### config.mk
export PLATFORM = sky130hd
export DESIGN_NAME = gnn_combine
export DESIGN_NICKNAME = d
export VERILOG_FILES = /design/src/rtl/gnn_pkg.sv /design/src/rtl/gnn_mac_lane.sv /design/src/rtl/gnn_combine.sv
export SDC_FILE = /design/constraint.sdc
export NUM_CORES = 2
export LEC_CHECK = 0
export ABC_CLOCK_PERIOD_IN_PS = 11600
export CORE_MARGIN = 2
export CORE_UTILIZATION = 50
export DETAILED_ROUTE_END_ITERATION = 8
export PLACE_DENSITY = 0.7
export SETUP_SLACK_MARGIN = 0.05
export SLEW_MARGIN = 20
export SYNTH_ARGS = -nofsm -noshare
export SYNTH_HDL_FRONTEND = slang
export SYNTH_SLANG_ARGS = --single-unit
### constraint.sdc
create_clock -name clk -period 11.6 [get_ports clk]
set_input_delay 2.32 -clock clk [delete_from_list [all_inputs] [get_ports clk]]
set_output_delay 2.32 -clock clk [all_outputs]
set_load 0.02 [all_outputs]
### src/rtl/gnn_pkg.sv
// Shared definitions for the GNN combine stage: fixed node/feature counts,
// the controller state encoding and the flat-bus offset helper.
package gnn_pkg;

  localparam int NODES        = 4;
  localparam int FEATS        = 4;
  localparam int DEF_ACC_SIZE = 13;

  typedef enum logic [1:0] {
    IDLE = 2'd0,
    MAC  = 2'd1,
    DONE = 2'd2
  } state_t;

  // Bit offset of element (n,j) on a flat NODES*FEATS bus of acc_size-wide entries.
  function automatic int acc_idx(input int n, input int j,
                                 input int acc_size = DEF_ACC_SIZE);
    return (n * FEATS + j) * acc_size;
  endfunction

endpackage

### src/rtl/gnn_mac_lane.sv
// One signed multiply-accumulate lane for a single (node, out-feature) pair.
// clr has priority over en; both act on the rising clock edge.
module gnn_mac_lane #(
  parameter int A_W   = 7,
  parameter int W_W   = 4,
  parameter int ACC_W = 13
) (
  input  logic                    clk,
  input  logic                    rst_n,
  input  logic                    clr,
  input  logic                    en,
  input  logic signed [A_W-1:0]   a,
  input  logic signed [W_W-1:0]   w,
  output logic signed [ACC_W-1:0] acc
);

  localparam int P_W = A_W + W_W;

  logic signed [P_W-1:0]   a_ext;
  logic signed [P_W-1:0]   w_ext;
  logic signed [P_W-1:0]   prod;
  logic signed [ACC_W-1:0] prod_ext;

  // Operands are widened to the full product width so the multiply is exact.
  assign a_ext    = {{W_W{a[A_W-1]}}, a};
  assign w_ext    = {{A_W{w[W_W-1]}}, w};
  assign prod     = a_ext * w_ext;
  assign prod_ext = {{(ACC_W-P_W){prod[P_W-1]}}, prod};

  always_ff @(posedge clk or negedge rst_n) begin
    if (!rst_n) begin
      acc <= '0;
    end else if (clr) begin
      acc <= '0;
    end else if (en) begin
      acc <= acc + prod_ext;
    end
  end

endmodule

### src/rtl/gnn_combine.sv
// Combine stage: out[n][j] = sum_f aggr[n][f]*W[f][j] over four MAC cycles.
// Define GNN_COMBINE_RELU_EN to clamp negative results to zero at write-out.
module gnn_combine
  import gnn_pkg::*;
#(
  parameter int AGGR_OUT_SIZE = 7,
  parameter int W_SIZE        = 4,
  parameter int ACC_SIZE      = AGGR_OUT_SIZE + W_SIZE + 2
) (
  input  logic                                clk,
  input  logic                                rst_n,
  input  logic                                in_valid,
  input  logic [NODES*FEATS*AGGR_OUT_SIZE-1:0] aggr_in,
  input  logic [FEATS*FEATS*W_SIZE-1:0]        w_in,
  output logic                                busy,
  output logic                                out_valid,
  output logic [NODES*FEATS*ACC_SIZE-1:0]      comb_out,
  output logic                                overrun
);

  // Handshake: in_valid is a one-cycle start pulse, accepted only in IDLE.
  // There is no back-pressure; a pulse while busy is dropped and latches
  // overrun. out_valid pulses for one cycle when comb_out is updated, and
  // comb_out then holds until the next job completes.

  state_t state;
  state_t state_nxt;
  logic [1:0] k;
  logic [1:0] k_nxt;
  logic capture;
  logic lane_clr;
  logic lane_en;
  logic load_out;

  logic [NODES*FEATS*AGGR_OUT_SIZE-1:0] aggr_q;
  logic [FEATS*FEATS*W_SIZE-1:0]        w_q;
  logic [NODES*FEATS*ACC_SIZE-1:0]      comb_nxt;

  assign busy = (state != IDLE);

  always_comb begin
    state_nxt = state;
    k_nxt     = k;
    capture   = 1'b0;
    lane_clr  = 1'b0;
    lane_en   = 1'b0;
    load_out  = 1'b0;
    case (state)
      IDLE: begin
        if (in_valid) begin
          capture   = 1'b1;
          lane_clr  = 1'b1;
          k_nxt     = 2'd0;
          state_nxt = MAC;
        end
      end
      MAC: begin
        lane_en = 1'b1;
        k_nxt   = k + 2'd1;
        if (k == 2'd3) begin
          state_nxt = DONE;
        end
      end
      DONE: begin
        load_out  = 1'b1;
        state_nxt = IDLE;
      end
      default: begin
        state_nxt = IDLE;
      end
    endcase
  end

  always_ff @(posedge clk or negedge rst_n) begin
    if (!rst_n) begin
      state <= IDLE;
      k     <= 2'd0;
    end else begin
      state <= state_nxt;
      k     <= k_nxt;
    end
  end

  // Local copies decouple the job in flight from later input changes.
  always_ff @(posedge clk or negedge rst_n) begin
    if (!rst_n) begin
      aggr_q <= '0;
      w_q    <= '0;
    end else if (capture) begin
      aggr_q <= aggr_in;
      w_q    <= w_in;
    end
  end

  for (genvar n = 0; n < NODES; n++) begin : g_node
    for (genvar j = 0; j < FEATS; j++) begin : g_feat
      logic signed [AGGR_OUT_SIZE-1:0] a_sel;
      logic signed [W_SIZE-1:0]        w_sel;
      logic signed [ACC_SIZE-1:0]      acc;

      // Step k consumes column k of this node's row and row k of W.
      assign a_sel = aggr_q[(n * FEATS + int'(k)) * AGGR_OUT_SIZE +: AGGR_OUT_SIZE];
      assign w_sel = w_q[(int'(k) * FEATS + j) * W_SIZE +: W_SIZE];

      gnn_mac_lane #(
        .A_W   (AGGR_OUT_SIZE),
        .W_W   (W_SIZE),
        .ACC_W (ACC_SIZE)
      ) u_lane (
        .clk   (clk),
        .rst_n (rst_n),
        .clr   (lane_clr),
        .en    (lane_en),
        .a     (a_sel),
        .w     (w_sel),
        .acc   (acc)
      );

`ifdef GNN_COMBINE_RELU_EN
      assign comb_nxt[acc_idx(n, j, ACC_SIZE) +: ACC_SIZE] = acc[ACC_SIZE-1] ? '0 : acc;
`else
      assign comb_nxt[acc_idx(n, j, ACC_SIZE) +: ACC_SIZE] = acc;
`endif
    end
  end

  always_ff @(posedge clk or negedge rst_n) begin
    if (!rst_n) begin
      comb_out  <= '0;
      out_valid <= 1'b0;
      overrun   <= 1'b0;
    end else begin
      out_valid <= load_out;
      if (load_out) begin
        comb_out <= comb_nxt;
      end
      if (in_valid && busy) begin
        overrun <= 1'b1;
      end
    end
  end

endmodule
==> flow_summary.json <==
{
  "outcome": "finished clean",
  "synth_ff_type": "dfrtp_1",
  "synthArstFlopShare_pct": 100.0,
  "period_share_pct": 55.52,
  "tns_ns": 0,
  "totalWireLength_um": 124700,
  "ant_nets": 0,
  "cts_tree": "built",
  "max_slew_margin_pct": 21.80,
  "drc": 0,
  "synth_area_leaders": "dfrtp_1, fa_1, ha_1",
  "worstSetupPathType": "register to register",
  "grt_max_degree": 207,
  "initial_utilization_pct": 50.60,
  "dr.pass1.iters": 6,
  "seq_area_frac_synth_pct": 31.64,
  "min_period_ns": 6.441,
  "io_pins": 390,
  "clk_pin_slew_worst_paths_ns": 0.06,
  "fmax_ghz": 0.1553,
  "nets": 6271,
  "synth_top_cell_area_share_pct": 31.64,
  "yosysWarnings": 0,
  "ys_ff_latch": 598,
  "fill_cells": 8057,
  "netlist_instances": 4921,
  "clock_sinks": 598,
  "synth-edff-count": 0,
  "finClkSkew_ns": 0.02272,
  "routed_via_density": 5.232,
  "synth_area_per_cell_um2": 9.611,
  "row_count": 112,
  "dieHeight_um": 311.6,
  "antenna_found_initial": 3,
  "cp_max_fo": 59,
  "dieArea_um2": 97070,
  "cp_data_required_time_ns": 12.08,
  "area_growth_pct": 16.09,
  "track_usage_pct": 26.30,
  "post-dp-hpwl_um": 91420,
  "rsz0062_at_grt": "false",
  "clk_path_buf_depth": 3,
  "io_buffers": 389,
  "grt_pass1_wl_um": 199900,
  "drt_iter0_drc": 2104,
  "clk_latency_ns": 0.65,
  "yosys.area.top_type": "dfrtp_1",
  "cap_violations": 0,
  "tightestPinTransition_ns": 1.140,
  "avgRoutedWirePerCell_um": 19.06,
  "postCtsSetupBuffers": 0,
  "multi_input_area_um2": 28430,
  "htreeDepth": 3,
  "yosys.cell_types.count": 52,
  "grt_pass1_vias": 35760,
  "cts_buffers": 72,
  "grt_overflow": 0,
  "globalplace.congestion": 0.8818,
  "cts_root_buf": "clkbuf_16",
  "synth_nets": 5965,
  "cts_hold_buf": 0,
  "ff_latch_area_um2": 14970,
  "synth_area_um2": 47300,
  "hold_class": "register to register",
  "die_w_um": 311.6,
  "finalSetupViolCount": 0,
  "cp_data_arrival_time_ns": 6.92,
  "slew_viol_final": 0,
  "via_count": 34230,
  "finalHoldViolCount": 0,
  "crit_path_start_kind": "register",
  "ctsResizeCount": 0,
  "fin_util_pct": 58.74,
  "drive_above_1_share_pct": 8.835,
  "placeableCoreArea_um2": 93470,
  "cp-end-kind": "register"
}
layout make-up:
| class | instances | share of cell area [%] |
|---|---|---|
| inverter | 835 | 5.717 |
| antenna | 2 | 0.009115 |
| sequential | 598 | 27.27 |
| clock inverter | 36 | 0.8067 |
| clock buffer | 97 | 3.744 |
| multi-input combinational | 3285 | 51.79 |
| tap | 1254 | 2.858 |
| timing repair buffer | 435 | 7.812 |
critical path, stage by stage (launching register included):
cell and delay (ns):
dfrtp_4 1.03, buf_4 0.61, mux2_2 0.43, o21ai_4 0.80, nand2b_1 0.23, fa_1 0.43
fa_1 0.49, fa_1 0.50, inv_1 0.07, fa_1 0.42, a211oi_1 0.31, nor2_1 0.13
o221a_2 0.27, a31o_2 0.25, xnor2_1 0.14, o21ai_1 0.07
layer usage:
| metal | global-route usage [%] | vias to the layer above | wire, um |
|---|---|---|---|
| met2 | 42.24 | 904 | 57340 |
| met3 | 6.495 | 196 | 9597 |
| met4 | 9.398 | 2 | 4332 |
| met1 | 34.64 | 17090 | 53380 |
| li1 | - | 16040 | - |
| met5 | 0 | - | 13 |
worst paths after layout:
kind / from / end / slack (ns) / cells past startpoint
max: k[1] / g_node[2].g_feat[2].u_lane.acc[12] / 5.16 / 15
min: overrun / overrun / 0.46 / 1
max reg2reg: k[1] / g_node[2].g_feat[2].u_lane.acc[12] / 5.16 / 15
min reg2reg: overrun / overrun / 0.46 / 1
max in group asynchronous: rst_n / k[1] / 7.99 / 3
min in group asynchronous: rst_n / comb_out[139] / 1.59 / 1
cell usage after synthesis (61+ instances only):
| cell | number |
|---|---|
| a22o_1 | 74 |
| clkbuf_1 | 115 |
| dfrtp_1 | 598 |
| fa_1 | 432 |
| ha_1 | 433 |
| inv_1 | 835 |
| mux2_2 | 215 |
| nand2_1 | 820 |
| nor2_1 | 387 |
| o21a_1 | 61 |
| o21ai_0 | 197 |
| xnor2_1 | 123 |
| xor2_1 | 82 |
registers in the layout (all words and copies together), names as in the netlist:
name / flops
aggr_q: 112
w_q: 64
out_valid: 1
overrun: 1
state: 2
g_node.g_feat.u_lane.acc: 208
comb_out: 208
k: 2
layout by cell type, fill, tap and decap left out, types with 10 or more instances in the layout:
cell	synthesis	layout
inv_1	835	834
xor2_1	82	82
clkbuf_8	0	16
nor2b_1	35	34
fa_1	432	432
o31ai_1	13	13
o221a_2	11	11
clkinvlp_4	0	11
a21o_1	43	43
a22o_1	74	74
o21a_1	61	61
mux2i_1	60	58
ha_1	433	433
o21ai_4	0	10
nand2_1	820	820
mux2_2	215	215
o21ai_1	37	22
a21oi_1	58	58
clkdlybuf4s50_1	0	388
clkbuf_16	0	72
nor2_2	12	11
dfrtp_1	598	596
o21ai_0	197	196
nand2b_1	58	56
buf_4	9	43
nor2_1	387	387
o21bai_1	30	29
o21ai_2	9	15
xnor2_1	123	123
through the flow:
stage / hold slack [ns] / std cells / worst slack [ns] / area [um2]
4_1_cts: 0.4657 / 6539 / 5.246 / 54860
6_report: 0.4639 / 6542 / 5.159 / 54910
3_5_place_dp: 0.4481 / 6406 / 5.307 / 52360
3_3_place_gp: 0.4499 / 6406 / 5.410 / 52360
2_1_floorplan: 0.4673 / 4921 / 6.883 / 47300
5_1_grt: 0.4841 / 6540 / 4.886 / 54900
kinds of logic after synthesis:
kind of cell / Yosys count / synth area share (%)
AND/OR/NAND/NOR: 1351 / 11.54
buffers and inverters: 1038 / 8.624
adder cells (fa/ha/maj): 865 / 29.74
flip-flops: 598 / 31.64
AO/OA/AOI/OAI: 583 / 8.079
multiplexers: 280 / 6.540
XOR/XNOR: 206 / 3.831
Power is not shown: default switching activity piles up to over one toggle a cycle in this logic, so the estimate is an artifact.
